$ cat src/rtl/cpu_debug_ctrl.sv
`default_nettype none
// ============================================================================
//  Module      : cpu_debug_ctrl
//  Description : CPU run-control (halt / single-step / prescaled free-run /
//                PC breakpoint) generating a one-cycle cpu_ce, plus an
//                executed-cycle counter and a registered, freezable display mux.
//  Revision    : 1.0  initial release
// ============================================================================
module cpu_debug_ctrl #(
   parameter int ADDR_W  = 32,
   parameter int DATA_W  = 32,
   parameter int NCH     = 4,
   parameter int SEL_W   = 2,
   parameter int CNT_W   = 16,
   parameter int RUN_DIV = 50000
) (
   input  logic                  clk,
   input  logic                  rst,
   input  logic                  step_btn_i,
   input  logic                  run_btn_i,
   input  logic                  bp_en_i,
   input  logic [ADDR_W-1:0]     bp_addr_i,
   input  logic [ADDR_W-1:0]     pc_i,
   input  logic [NCH*DATA_W-1:0] ch_data_i,
   input  logic [SEL_W-1:0]      ch_sel_i,
   input  logic                  freeze_i,
   output logic                  cpu_ce_o,
   output logic [CNT_W-1:0]      cyc_cnt_o,
   output logic [1:0]            run_state_o,
   output logic                  bp_hit_o,
   output logic [DATA_W-1:0]     disp_data_o
);

   localparam int PRESC_W = (RUN_DIV > 2) ? $clog2(RUN_DIV) : 1;
   localparam logic [PRESC_W-1:0] C_PRESC_MAX = PRESC_W'(RUN_DIV - 1);
   localparam logic [PRESC_W-1:0] C_PRESC_ONE = PRESC_W'(1);
   localparam logic [CNT_W-1:0]   C_CNT_ZERO  = '0;

   typedef enum logic [1:0] {
      ST_HALT  = 2'b00,
      ST_STEP  = 2'b01,
      ST_RUN   = 2'b10,
      ST_BREAK = 2'b11
   } state_t;

   state_t              state_q, state_d;
   logic                step_q, run_q;
   logic [PRESC_W-1:0]  presc_q, presc_d;
   logic                bp_skip_q, bp_skip_d;
   logic                cpu_ce_q, cpu_ce_d;
   logic [CNT_W-1:0]    cyc_cnt_q;
   logic [DATA_W-1:0]   disp_q, disp_d;
   logic [DATA_W-1:0]   disp_sel;

   logic step_rise, run_rise, bp_match;

   assign step_rise = step_btn_i & ~step_q;
   assign run_rise  = run_btn_i  & ~run_q;
   assign bp_match  = bp_en_i && (pc_i == bp_addr_i);

   // Run-control registers; button history resets high so a held button is not an edge
   always_ff @(posedge clk) begin
      if (rst) begin
         state_q   <= ST_HALT;
         step_q    <= 1'b1;
         run_q     <= 1'b1;
         presc_q   <= '0;
         bp_skip_q <= 1'b0;
         cpu_ce_q  <= 1'b0;
      end else begin
         state_q   <= state_d;
         step_q    <= step_btn_i;
         run_q     <= run_btn_i;
         presc_q   <= presc_d;
         bp_skip_q <= bp_skip_d;
         cpu_ce_q  <= cpu_ce_d;
      end
   end

   // Next-state logic; cpu_ce_d is raised on the edge that enters STEP or issues a RUN tick
   always_comb begin
      state_d   = state_q;
      presc_d   = presc_q;
      bp_skip_d = bp_skip_q;
      cpu_ce_d  = 1'b0;
      case (state_q)
         ST_HALT: begin
            if (run_rise) begin
               state_d = ST_RUN;
               presc_d = '0;
            end else if (step_rise) begin
               state_d  = ST_STEP;
               cpu_ce_d = 1'b1;
            end
         end
         ST_STEP: begin
            state_d = ST_HALT;
         end
         ST_RUN: begin
            if (run_rise) begin
               state_d = ST_HALT;
            end else if (presc_q == C_PRESC_MAX) begin
               presc_d = '0;
               if (bp_match && !bp_skip_q) begin
                  state_d = ST_BREAK;
               end else begin
                  cpu_ce_d  = 1'b1;
                  bp_skip_d = 1'b0;
               end
            end else begin
               presc_d = presc_q + C_PRESC_ONE;
            end
         end
         ST_BREAK: begin
            // Resuming sets bp_skip so the instruction sitting on the breakpoint runs once
            if (run_rise) begin
               state_d   = ST_RUN;
               presc_d   = '0;
               bp_skip_d = 1'b1;
            end else if (step_rise) begin
               state_d  = ST_STEP;
               cpu_ce_d = 1'b1;
            end
         end
         default: begin
            state_d = ST_HALT;
         end
      endcase
   end

   // Executed-cycle counter, one cycle behind each cpu_ce pulse
   always_ff @(posedge clk) begin
      if (rst) begin
         cyc_cnt_q <= '0;
      end else begin
         cyc_cnt_q <= cyc_cnt_q + {C_CNT_ZERO[CNT_W-1:1], cpu_ce_q};
      end
   end

   // Channel select; out-of-range selects read as zero
   always_comb begin
      disp_sel = '0;
      for (int k = 0; k < NCH; k++) begin
         if (ch_sel_i == SEL_W'(k)) begin
            disp_sel = ch_data_i[k*DATA_W +: DATA_W];
         end
      end
      disp_d = freeze_i ? disp_q : disp_sel;
   end

   // Display register
   always_ff @(posedge clk) begin
      if (rst) begin
         disp_q <= '0;
      end else begin
         disp_q <= disp_d;
      end
   end

   assign cpu_ce_o    = cpu_ce_q;
   assign cyc_cnt_o   = cyc_cnt_q;
   assign run_state_o = state_q;
   assign bp_hit_o    = (state_q == ST_BREAK);
   assign disp_data_o = disp_q;

endmodule
`default_nettype wire

$ cat config.mk
export PLATFORM = sky130hd
export DESIGN_NAME = cpu_debug_ctrl
export DESIGN_NICKNAME = d
export VERILOG_FILES = /design/src/rtl/cpu_debug_ctrl.sv
export SDC_FILE = /design/constraint.sdc
export NUM_CORES = 1
export LEC_CHECK = 0
export ABC_AREA = 1
export CAP_MARGIN = 5
export CORE_ASPECT_RATIO = 1.1
export CORE_MARGIN = 5
export CORE_UTILIZATION = 42
export CTS_CLUSTER_SIZE = 28
export DETAILED_ROUTE_END_ITERATION = 6
export DONT_BUFFER_PORTS = 1
export GPL_TIMING_DRIVEN = 0
export PLACE_DENSITY_LB_ADDON = 0.12
export SLEW_MARGIN = 10
export SYNTH_ARGS = -nofsm -noshare
export SYNTH_HDL_FRONTEND = slang
export SYNTH_SLANG_ARGS = --single-unit
$ cat constraint.sdc
create_clock -name clk -period 1.7 [get_ports clk]
set_input_delay 0.17 -clock clk [delete_from_list [all_inputs] [get_ports clk]]
set_output_delay 0.17 -clock clk [all_outputs]
set_load 0.01 [all_outputs]
**Word-level counts from Yosys, hierarchy flattened**

Cells that the tools add are included.

- Word-level logic and storage cells: 66
- Input port bits: 200
- Flip-flop bits (word level): 70

- Multiplexer cells: 25
- Add/sub/neg operators: 2
- Bitwise logic cells: 4
- Eq/ne operators: 16
- Reduce and logical (&&, ||, !) cells: 11

Operator list:

| operator | count |
|---|---|
| $mux 32 | 4 |
| $mux 16 | 3 |
| $eq 32x32->1 | 1 |
| $pmux 16 s2 | 1 |
| $add 16x1->16 | 1 |
| $add 16x1->16 const B | 1 |
| $eq 16x16->1 const B | 1 |
| $mux 2 | 5 |
| $mux 1 | 9 |
| $eq 2x2->1 const B | 4 |
| $ne 2x2->1 const B | 3 |
| $ne 3x3->1 const B | 2 |
| $pmux 2 s3 | 1 |
| $reduce_and 3->1 | 2 |
| $reduce_and 5->1 | 1 |
| $eq 2x1->1 const B | 2 |
| $logic_not 2->1 | 2 |
| $ne 2x1->1 const B | 2 |
| $pmux 1 s2 | 2 |
| $reduce_bool 2->1 | 2 |
| $ne 3x1->1 const B | 1 |
| $and 1x1->1 | 2 |
| $logic_and 1x1->1 | 2 |
| $not 1->1 | 2 |
| other kinds (2) | 2 |

**Longest topological paths before layout**

Gate-level depths: netlist of run 1.

- Depth in word-level cells: 7
- Depth in mapped cells: 13
- Mapped depth without buffers: 13

**Least setup slack after synthesis of run 1**

No wires, ideal clock.

- Kind: register to register
- Start: register state_q[0], in the netlist run_state_o[0]
- End: register presc_q[11]
- Period minus slack after synthesis: 1701 ps
- Arrival: 1585 ps
- Cell stages (with the launch flop): 11
- Setup slack: -1 ps
- Data required time: 1584 ps
- Cell sequence: dfxtp_1 inv_1 ha_1 inv_1 nor2_1 nor2_2 inv_2 nor2_4 nand2_1 nor2_2 nor3_2

- Cells in the longest elaborated chain, start to end: 4
- Elaborated cells between the ends (all ways): 9

Ends and longest elaborated chain:

| element | line | RTL |
|---|---|---|
| start: declaration | 46 | `state_t state_q, state_d;` |
| start signal: assignment | 71 | `state_q <= state_d;` |
| $eq 2x2->1 or $logic_not 2->1 (tied branches) | 86 | `case (state_q)` |
| $reduce_or 2->1 (no source line) | n/a |  |
| $ne 2x1->1 (no source line) or $reduce_bool 2->1 (tied branches) | n/a |  |
| $reduce_and 3->1 (no source line) | n/a |  |
| end signal: assignment | 74 | `presc_q <= presc_d;` |
| end: declaration | 48 | `logic [PRESC_W-1:0] presc_q, presc_d;` |

Parallel ways exist; a longest one is shown, timed or not.
A chain may end at the register's enable or synchronous reset.

**Final worst setup path of run 1**

- Start: register presc_q[0]
- End: register presc_q[12]

- Cells in the longest elaborated chain, start to end: 4
- Elaborated cells between the ends (all ways): 5

Ends and longest elaborated chain:

| element | line | RTL |
|---|---|---|
| $add 16x1->16 or $eq 16x16->1 (tied branches) | 111, 102 |  |
| $mux 16 * | 102 | `end else if (presc_q == C_PRESC_MAX) begin` |
| $mux 16 * | 100 | `if (run_rise) begin` |
| $pmux 16 s2 * | 86 |  |

Every way passes the cells marked *; elsewhere a longest branch is shown, timed or not. The select of a mux whose other input is x is not followed.

==> flow_metrics.py, run 1 <==
metrics = {
    "status": {
        "status": "finished, violations left",
        "failed_checks": "negative hold slack",
    },
    "logic_synthesis": {
        "dominantRegCellSynth": "sky130_fd_sc_hd__dfxtp_1",
        "synth_enable_flop_cells": 0,
        "post_synthesis_net_count": 868,
        "xor_xnor_cell_area_share_of_the_yosys_netlist_pct": 2.23,
        "ys_async_sr_fraction_pct": 0,
        "average_footprint_of_a_synthesized_cell_um2": 6.51,
        "simple_gate_fraction_of_synth_area_pct": 33.4,
        "synthDominantAreaCellType": "sky130_fd_sc_hd__dfxtp_1",
        "ys_types": 36,
        "postSynthRegisterBits": 70,
        "synth_cells": 662,
        "combinational_family_with_the_most_area_after_synthesis": "simple AND/OR/NAND/NOR gates",
        "synth.cell_area_um2": 4310,
        "ys_warn_count": 0,
        "compound_gate_fraction_of_synth_area_pct": 19.8,
        "yosys-mux-area-fraction_pct": 0,
        "synth.top_cell.area_share_pct": 32.5,
        "synth-seq-area-share_pct": 32.5,
        "synth-adder-area-share_pct": 1.74,
        "yosys-top-cells-area": "sky130_fd_sc_hd__dfxtp_1, sky130_fd_sc_hd__nand2_1, sky130_fd_sc_hd__a221oi_1",
    },
    "timing": {
        "timing.final.max_slew_violations": 0,
        "skew_ns": 0.0154,
        "worst_hold_slack_ns": -0.113,
        "setup_repair_after_global_routing_missed_its_margin": "yes",
        "finalHoldViolCount": 2,
        "maxClockFrequency_mhz": 598,
        "fraction_of_the_cycle_the_final_worst_path_needs_pct": 98.4,
        "setup_viol": 0,
        "layout_min_cycle_time_ns": 1.67,
        "pin_slew_with_the_least_headroom_to_its_limit_ns": 0.533,
        "tightest_slew_margin_relative_to_the_limit_pct": 64.4,
    },
    "route": {
        "viasPerCell": 5.50,
        "drt.antenna.violating_nets": 0,
        "route.detailed.wl_per_inst_um": 16.9,
        "drt_wl_total_um": 13900,
        "detailedRoute.firstIterationViolations": 145,
        "num_vias": 4515,
        "post-route-drc-count": 0,
        "dr.pass1.iters": 4,
    },
    "cells_and_area": {
        "antenna_cells_inserted": 0,
        "commonest_cells_after_routing_fill_and_taps_aside": "sky130_fd_sc_hd__nand2_1, sky130_fd_sc_hd__inv_1, sky130_fd_sc_hd__dfxtp_1",
        "area.growth.synth_to_final_pct": 19.3,
        "final_core_utilization_pct": 51.8,
        "fill_cells": 1000,
        "drive_above_1_share_pct": 16.7,
        "nets": 902,
        "commonest_non_fill_non_tap_cell_in_the_layout": "sky130_fd_sc_hd__nand2_1",
    },
    "power_and_ir_drop": {
        "vdd_drop_max_uv": 397,
        "powerDensity_nw_per_um2": 968,
        "total_leakage_power_nw": 2.22,
        "fin_total_pwr_mw": 4.98,
    },
    "global_route": {
        "grt_antenna_before_repair": 0,
        "grt_remaining_overflow": 0,
        "grt_pass1_vias": 4461,
        "grt_usage_pct": 21.4,
        "grt_pass1_wl_um": 21400,
        "grt_start_max_net_pins": 13,
    },
    "floorplanning": {
        "die_w_um": 107,
        "fp-row-count": 38,
        "fp.dieArea_um2": 12400,
        "initial_core_util_pct": 43.4,
        "die_h_um": 116,
        "io_pins": 252,
        "design.core.area_um2": 9940,
    },
    "place": {
        "place.port_buffers": 0,
        "placer_congestion": 0.899,
        "hpwl_um": 11100,
    },
    "clocking": {
        "holdBufCountCts": 3,
        "cts_buffers": 9,
        "clock_tree_from_tritoncts": "built",
        "cts_num_sinks": 70,
        "cts_max_level": 3,
        "worst_setup_hold_path_clk_slew_ns": 0.08,
        "clock_tree.buffer_depth": 2,
        "clock-root-buffer": "sky130_fd_sc_hd__clkbuf_8",
        "insertion_delay_ns": 0.34,
    },
    "hold_path": {
        "min_path_type": "input pin to flop",
    },
    "setup_path": {
        "setup.worst_path.start_class": "flop",
        "worst-endpoint-required_ns": 1.98,
        "critical_path_arrival_ns": 1.95,
        "path_max_fanout": 3,
        "worst-setup-path-type": "flop to flop",
        "critical_path.endpoint_type": "flop",
    },
    "run": {
        "cap_violations": 0,
    },
}
## metrics by stage
| step | TNS (ns) | cell area (µm²) | worst slack [ns] | hold WS [ns] | instances |
|---|---|---|---|---|---|
| after CTS | -0.0767 | 4930 | -0.0483 | -0.130 | 809 |
| after detailed placement | -3.49 | 4460 | -0.289 | 0.243 | 782 |
| after global routing | -0.282 | 5150 | -0.0712 | -0.130 | 821 |
| after floorplan | 0 | 4310 | 0.0217 | 0.240 | 662 |
| final | 0 | 5150 | 0.0266 | -0.113 | 821 |
| after global placement | -2.73 | 4460 | -0.261 | 0.241 | 782 |
## cell families after synthesis
kind of cell             after synthesis
AND/OR/NAND/NOR                      320
AO/OA/AOI/OAI                        140
buffers and inverters                115
flip-flops                            70
XOR/XNOR                              11
adder cells (fa/ha/maj)                6
## path summary, 6_finish.rpt
path,start,to,slack (ns),depth (start not counted)
min,rst,cyc_cnt_o[14]$_SDFF_PP0_,-0.11,1
max reg2reg,presc_q[0]$_SDFFE_PP0P_,presc_q[12]$_SDFFE_PP0P_,0.03,11
max,presc_q[0]$_SDFFE_PP0P_,presc_q[12]$_SDFFE_PP0P_,0.03,11
min reg2reg,bp_skip_q$_SDFFE_PP0P_,bp_skip_q$_SDFFE_PP0P_,0.46,2
## critical path: stages (launching register included)
cell and delay (ns):
sky130_fd_sc_hd__dfxtp_4 0.37, sky130_fd_sc_hd__ha_4 0.14, sky130_fd_sc_hd__nand2_2 0.05, sky130_fd_sc_hd__inv_2 0.09
sky130_fd_sc_hd__nand2_4 0.07, sky130_fd_sc_hd__nor4_4 0.25, sky130_fd_sc_hd__nand2_2 0.14, sky130_fd_sc_hd__nor2_4 0.14
sky130_fd_sc_hd__nand2_2 0.08, sky130_fd_sc_hd__o21ai_1 0.13, sky130_fd_sc_hd__nand2_1 0.07, sky130_fd_sc_hd__a21oi_2 0.09
## flip-flops by register name (all words and copies together) (netlist names)
name / flops
step_q: 1
cpu_ce_o: 1
bp_skip_q: 1
cyc_cnt_o: 16
disp_data_o: 32
run_q: 1
run_state_o: 2
presc_q: 16
## per-layer routing
metal / part of all wire, % / vias up / track usage (%) / wire (µm)
met1: 39 / 2035 / 24.0 / 5450
met3: 7.0 / 25 / 4.92 / 965
li1: - / 2261 / - / -
met4: 2.4 / 0 / 8.70 / 337
met5: 0 / - / 0 / 0
met2: 51 / 194 / 39.2 / 7110
## synthesized netlist by cell type (2+ instances only)
cell                       instances
sky130_fd_sc_hd__a21oi_1          49
sky130_fd_sc_hd__a21oi_2           3
sky130_fd_sc_hd__a221oi_1         35
sky130_fd_sc_hd__buf_1             2
sky130_fd_sc_hd__buf_2             6
sky130_fd_sc_hd__clkbuf_1         19
sky130_fd_sc_hd__clkinv_1          2
sky130_fd_sc_hd__dfxtp_1          70
sky130_fd_sc_hd__ha_1              6
sky130_fd_sc_hd__inv_1            81
sky130_fd_sc_hd__inv_2             4
sky130_fd_sc_hd__nand2_1         171
sky130_fd_sc_hd__nand2_2           7
sky130_fd_sc_hd__nand3_1          49
sky130_fd_sc_hd__nand4_1           4
sky130_fd_sc_hd__nor2_1           54
sky130_fd_sc_hd__nor2_2            5
sky130_fd_sc_hd__nor2_4            5
sky130_fd_sc_hd__nor3_1           10
sky130_fd_sc_hd__nor3_2            4
sky130_fd_sc_hd__nor4_1            2
sky130_fd_sc_hd__o21ai_0          48
sky130_fd_sc_hd__or2_2             3
sky130_fd_sc_hd__xnor2_1          11
## repair_timing
item	in CTS	in global routing
endpoints found under the setup margin	20	20
buffers inserted	8	12
endpoints found under the hold margin	8	2
pin swaps	5	13
gates resized for setup	27	43
## area by class of cell
| cell class | instances | area, µm² | share of cell area [%] |
|---|---|---|---|
| clock buffers | 11 | 141 | 2.75 |
| well taps | 120 | 150 | 2.92 |
| multi-input cells | 477 | 2660 | 51.6 |
| repair buffers | 23 | 180 | 3.50 |
| plain buffers | 28 | 120 | 2.33 |
| flip-flops and latches | 70 | 1430 | 27.8 |
| clock inverters | 5 | 129 | 2.50 |
| inverters | 87 | 339 | 6.59 |
## power breakdown
group | leakage, nW | switching (mW) | internal, mW | total, mW
Combinational | 1.50 | 0.739 | 0.514 | 1.25
Clock | 0.134 | 0.645 | 1.17 | 1.82
Sequential | 0.579 | 0.152 | 1.76 | 1.91
(Power assumes the default switching activity.)
==> inputs of run 2 (changes only) <==
Settings changed: REMOVE_ABC_BUFFERS set to 1.
==> flow_metrics.py, run 2 (synthesis gave the netlist of run 1 again) <==
metrics = {
    "route": {
        "post-route-drc-count": 0,
        "dr.pass1.iters": 5,
        "viasPerCell": 5.50,
        "detailedRoute.firstIterationViolations": 261,
        "route.detailed.wl_per_inst_um": 16.7,
        "drt_wl_total_um": 14000,
        "num_vias": 4600,
        "drt.antenna.violating_nets": 0,
    },
    "global_route": {
        "grt_pass1_vias": 4341,
        "grt_antenna_before_repair": 0,
        "grt_pass1_wl_um": 20500,
        "grt_remaining_overflow": 0,
        "grt_usage_pct": 20.7,
        "grt_start_max_net_pins": 65,
    },
    "power_and_ir_drop": {
        "power.share.sequential_pct": 42.0,
        "total_leakage_power_nw": 2.37,
        "powerDensity_nw_per_um2": 837,
        "power_report.internal_total_mw": 3.00,
        "power.share.clock_pct": 26.1,
        "switching_power_mw": 1.55,
        "combinational_power_share_pct": 31.8,
        "switching_share_pct": 34.0,
        "vdd_drop_max_uv": 405,
    },
    "status": {
        "failed_checks": "negative hold slack, negative setup slack",
        "status": "finished, violations left",
    },
    "setup_path": {
        "setup.worst_path.start_class": "flop",
        "path_max_fanout": 3,
        "worstSetupEndpoint": "cyc_cnt_o[11]$_SDFF_PP0_",
        "r2r-end": "cyc_cnt_o[11]$_SDFF_PP0_",
        "setup.worst_path.start": "cpu_ce_o$_SDFF_PP0_",
        "reg2reg_slack_ns": -0.03,
        "worst_r2r_startpoint": "cpu_ce_o$_SDFF_PP0_",
        "critical_path_arrival_ns": 1.98,
        "worst-setup-path-type": "flop to flop",
        "r2r_cells": 11,
        "critical_path.endpoint_type": "flop",
        "worst-endpoint-required_ns": 1.95,
    },
    "cells_and_area": {
        "antenna_cells_inserted": 0,
        "drive_above_1_share_pct": 17.6,
        "area.growth.synth_to_final_pct": 25.9,
        "nets": 919,
        "commonest_non_fill_non_tap_cell_in_the_layout": "sky130_fd_sc_hd__nand2_1",
        "commonest_cells_after_routing_fill_and_taps_aside": "sky130_fd_sc_hd__nand2_1, sky130_fd_sc_hd__inv_1, sky130_fd_sc_hd__dfxtp_1",
        "largest_register_ff_count": 32,
    },
    "timing": {
        "maxClockFrequency_mhz": 577,
        "layout_min_cycle_time_ns": 1.73,
        "pin_slew_with_the_least_headroom_to_its_limit_ns": 1.01,
        "totalNegativeSetupSlack_ns": -0.0344,
        "setup_viol": 1,
        "post-route-worst-setup-slack_ns": -0.0344,
        "finalHoldViolCount": 9,
        "skew_ns": 0.0104,
        "timing.final.max_slew_violations": 0,
        "worst_hold_slack_ns": -0.130,
        "fraction_of_the_cycle_the_final_worst_path_needs_pct": 102,
        "tightest_slew_margin_relative_to_the_limit_pct": 32.5,
        "setup_repair_after_global_routing_missed_its_margin": "yes",
    },
    "floorplanning": {
        "io_pins": 252,
        "fp-row-count": 38,
        "design.core.area_um2": 9940,
        "die_w_um": 107,
        "fp.dieArea_um2": 12400,
        "die_h_um": 116,
        "initial_core_util_pct": 43.4,
    },
    "clocking": {
        "clock_tree_from_tritoncts": "built",
        "cts_num_sinks": 70,
        "insertion_delay_ns": 0.36,
        "worst_setup_hold_path_clk_slew_ns": 0.07,
        "clock-root-buffer": "sky130_fd_sc_hd__clkbuf_8",
        "cts_max_level": 3,
        "clock_tree.buffer_depth": 2,
        "cts_buffers": 9,
    },
    "hold_path": {
        "beginning_of_the_worst_hold_path": "rst",
        "min_path_type": "input pin to flop",
        "worstHoldPathCells": 1,
    },
    "place": {
        "preCtsSetupSlack_ns": -0.608,
        "hpwl_um": 10200,
        "place.port_buffers": 0,
        "placer_congestion": 0.836,
    },
    "run": {
        "cap_violations": 0,
    },
}
==> run 2: changes by cell type in the layout (fill, tap and decap cells not counted), moves of 5 or more <==
cell                            before  now
sky130_fd_sc_hd__buf_6               1    6
sky130_fd_sc_hd__nor2_2              2    7
sky130_fd_sc_hd__nor2_1             52   47
sky130_fd_sc_hd__buf_2               6    1
sky130_fd_sc_hd__dlygate4sd3_1       3   36
sky130_fd_sc_hd__clkbuf_1           20    2
==> run 2: metal layers <==
layer	share of wire (%)	wire length, µm	global-route usage (%)
met1	37	5120	23.2
met2	52	7240	36.9
met3	9.5	1330	6.41
met4	2.0	279	8.18
met5	0	0	0
==> run 2: worst max-delay path, cell delays in order (launching register included) <==
cell                      delay (ns)
sky130_fd_sc_hd__dfxtp_4        0.38
sky130_fd_sc_hd__ha_4           0.16
sky130_fd_sc_hd__buf_6          0.09
sky130_fd_sc_hd__and3_4         0.20
sky130_fd_sc_hd__nand2_4        0.05
sky130_fd_sc_hd__nor2_4         0.12
sky130_fd_sc_hd__nand2_4        0.07
sky130_fd_sc_hd__nor2_4         0.12
sky130_fd_sc_hd__nand2_2        0.09
sky130_fd_sc_hd__nor3_4         0.15
sky130_fd_sc_hd__xnor2_1        0.14
sky130_fd_sc_hd__nor2_1         0.05
==> run 2: metrics by stage <==
stage | util (%) | power, mW | hold slack, ns | instances | cell area (µm²)
2_1_floorplan | - | 2.53 | 0.239 | 634 | 4190
3_3_place_gp | 43.7 | 2.73 | 0.243 | 754 | 4340
3_5_place_dp | 44.1 | 2.76 | 0.245 | 756 | 4380
4_1_cts | 51.5 | 4.26 | -0.143 | 820 | 5120
5_1_grt | 54.6 | 4.81 | -0.150 | 837 | 5430
6_report | 54.6 | 4.55 | -0.130 | 837 | 5430
==> run 2: worst min-delay path by stage <==
stage,to
4_1_cts,presc_q[1]$_SDFFE_PP0P_
6_report,presc_q[1]$_SDFFE_PP0P_
3_5_place_dp,bp_skip_q$_SDFFE_PP0P_
2_1_floorplan,bp_skip_q$_SDFFE_PP0P_
5_1_grt,presc_q[1]$_SDFFE_PP0P_
3_3_place_gp,bp_skip_q$_SDFFE_PP0P_
==> run 2: layout make-up <==
| cell class | instances | area (µm²) |
|---|---|---|
| Tap cell | 120 | 150 |
| Multi-Input combinational cell | 477 | 2700 |
| Fill cell | 953 | 4510 |
| Clock buffer | 12 | 145 |
| Sequential cell | 70 | 1420 |
| Clock inverter | 3 | 21.3 |
| Inverter | 87 | 342 |
| Timing Repair Buffer | 68 | 648 |
==> run 2: power groups by stage <==
stage               registers [mW]  clock network (mW)  logic (mW)
CTS                           1.88                1.23        1.14
finish                        1.91                1.19        1.45
global placement              1.91                   0       0.819
global route                  1.92                1.30        1.60
detailed placement            1.92                   0       0.845
floorplan                     1.87                   0       0.664
==> run 2: timing repair <==
item                                    4_1_cts  5_1_grt
buffers inserted                             15       15
endpoints found under the hold margin        32       11
hold buffers                                 34        2
endpoints found under the setup margin       20       40
gates resized for setup                      32       54
pin swaps                                     9       21
==> inputs of run 3 (changes only) <==
Settings changed: SKIP_CTS_REPAIR_TIMING set to 1, SKIP_LAST_GASP set to 1.
==> flow_metrics.py, run 3 (synthesis gave the netlist of run 1 again) <==
metrics = {
    "status": {
        "status": "finished, violations left",
        "failed_checks": "negative hold slack, negative setup slack",
    },
    "clocking": {
        "cts_num_sinks": 70,
        "insertion_delay_ns": 0.35,
        "worst_setup_hold_path_clk_slew_ns": 0.07,
        "clock-root-buffer": "sky130_fd_sc_hd__clkbuf_8",
        "cts_max_level": 3,
        "cts_buffers": 9,
        "clock_tree.buffer_depth": 2,
        "clock_tree_from_tritoncts": "built",
    },
    "global_route": {
        "gr-max-usage-layer": "met2",
        "grt_pass1_wl_um": 19500,
        "grt_util_met3_pct": 7.35,
        "grt_remaining_overflow": 0,
        "met1_routing_resource_usage_after_global_routing_pct": 22.6,
        "grt_start_max_net_pins": 65,
        "grt_pass1_vias": 4070,
        "met2_usage_pct": 33.9,
        "grt_antenna_before_repair": 0,
        "grt_usage_pct": 19.8,
    },
    "cells_and_area": {
        "commonest_non_fill_non_tap_cell_in_the_layout": "sky130_fd_sc_hd__nand2_1",
        "sequential_cell_area_um2": 1430,
        "nets": 892,
        "largest_register_ff_count": 32,
        "area.growth.synth_to_final_pct": 19.0,
        "antenna_cells_inserted": 0,
        "fill_cells": 988,
        "commonest_cells_after_routing_fill_and_taps_aside": "sky130_fd_sc_hd__nand2_1, sky130_fd_sc_hd__inv_1, sky130_fd_sc_hd__dfxtp_1",
        "total_area_of_multi_input_combinational_cells_um2": 2660,
        "drive_above_1_share_pct": 16.1,
    },
    "floorplanning": {
        "fp.dieArea_um2": 12400,
        "initial_core_util_pct": 43.4,
        "die_h_um": 116,
        "fp-row-count": 38,
        "die_w_um": 107,
        "io_pins": 252,
        "design.core.area_um2": 9940,
    },
    "timing": {
        "tightest_slew_margin_relative_to_the_limit_pct": 32.3,
        "setup_viol": 2,
        "skew_ns": 0.00897,
        "pin_slew_with_the_least_headroom_to_its_limit_ns": 1.01,
        "setup_repair_after_global_routing_missed_its_margin": "yes",
        "worst_hold_slack_ns": -0.117,
        "fraction_of_the_cycle_the_final_worst_path_needs_pct": 106,
        "timing.final.max_slew_violations": 0,
        "layout_min_cycle_time_ns": 1.80,
        "maxClockFrequency_mhz": 556,
        "post-route-worst-setup-slack_ns": -0.0987,
        "finalHoldViolCount": 9,
    },
    "route": {
        "dr.pass1.iters": 7,
        "route.detailed.wl_per_inst_um": 16.9,
        "detailedRoute.firstIterationViolations": 243,
        "viasPerCell": 5.60,
        "drt.antenna.violating_nets": 0,
        "post-route-drc-count": 0,
        "num_vias": 4538,
        "drt_wl_total_um": 13700,
    },
    "setup_path": {
        "worst-setup-path-type": "flop to flop",
        "critical_path.endpoint_type": "flop",
        "path_max_fanout": 4,
        "critical_path_arrival_ns": 2.04,
        "worst-endpoint-required_ns": 1.94,
        "setup.worst_path.start_class": "flop",
    },
    "run": {
        "cap_violations": 0,
    },
    "power_and_ir_drop": {
        "powerDensity_nw_per_um2": 845,
        "total_leakage_power_nw": 2.21,
        "vdd_drop_max_uv": 374,
    },
    "hold_path": {
        "min_path_type": "input pin to flop",
    },
    "place": {
        "placer_congestion": 0.836,
        "preCtsSetupSlack_ns": -0.608,
        "place.port_buffers": 0,
        "hpwl_um": 10200,
    },
}
-- run 3: final cells by class --
type                    count  share of cell area, %
multi-input cells         477                   51.9
flip-flops and latches     70                   27.8
repair buffers             41                   7.48
inverters                  87                   6.70
well taps                 120                   2.93
clock buffers              12                   2.83
clock inverters             3                  0.414
-- run 3: power breakdown --
group	switching, mW	internal (mW)	total, mW	leakage (nW)
clock	0.613	0.562	1.18	0.0824
combinational	0.719	0.532	1.25	1.55
sequential	0.153	1.76	1.91	0.578
-- run 3: worst paths after layout --
| path | startpoint | endpoint | slack, ns | depth (start not counted) |
|---|---|---|---|---|
| max | cyc_cnt_o[0]$_SDFF_PP0_ | cyc_cnt_o[14]$_SDFF_PP0_ | -0.1 | 10 |
| min reg2reg | bp_skip_q$_SDFFE_PP0P_ | bp_skip_q$_SDFFE_PP0P_ | 0.46 | 2 |
| max reg2reg | cyc_cnt_o[0]$_SDFF_PP0_ | cyc_cnt_o[14]$_SDFF_PP0_ | -0.1 | 10 |
| min | rst | presc_q[1]$_SDFFE_PP0P_ | -0.12 | 1 |
-- run 3: critical path: stages, from the launching register on --
cell                      delay, ns
sky130_fd_sc_hd__dfxtp_4       0.38
sky130_fd_sc_hd__ha_4          0.15
sky130_fd_sc_hd__ha_4          0.13
sky130_fd_sc_hd__nand2_2       0.05
sky130_fd_sc_hd__inv_2         0.08
sky130_fd_sc_hd__nand2_4       0.06
sky130_fd_sc_hd__nor3_4        0.25
sky130_fd_sc_hd__nand4_4       0.16
sky130_fd_sc_hd__nor3_4        0.22
sky130_fd_sc_hd__nand2_1       0.06
sky130_fd_sc_hd__nor3b_2       0.15
-- run 3: metal layers --
metal / up-vias / share of wire (%) / routed length [µm]
met5: - / 0 / 0
met4: 0 / 2.6 / 362
met3: 26 / 9.3 / 1270
met2: 249 / 51 / 6950
met1: 2022 / 37 / 5120
li1: 2241 / - / -
-- run 3: per-stage QoR --
step	util [%]	instances	setup TNS [ns]	cell area, µm²	power (mW)
3_3_place_gp	43.7	754	-37.79	4340	2.73
3_5_place_dp	44.1	756	-13.24	4380	2.76
4_1_cts	45.7	771	-8.09	4550	3.96
6_report	51.6	810	-0.137	5130	4.34
5_1_grt	51.6	810	-1.26	5130	4.61
2_1_floorplan	-	634	-10.31	4190	2.53
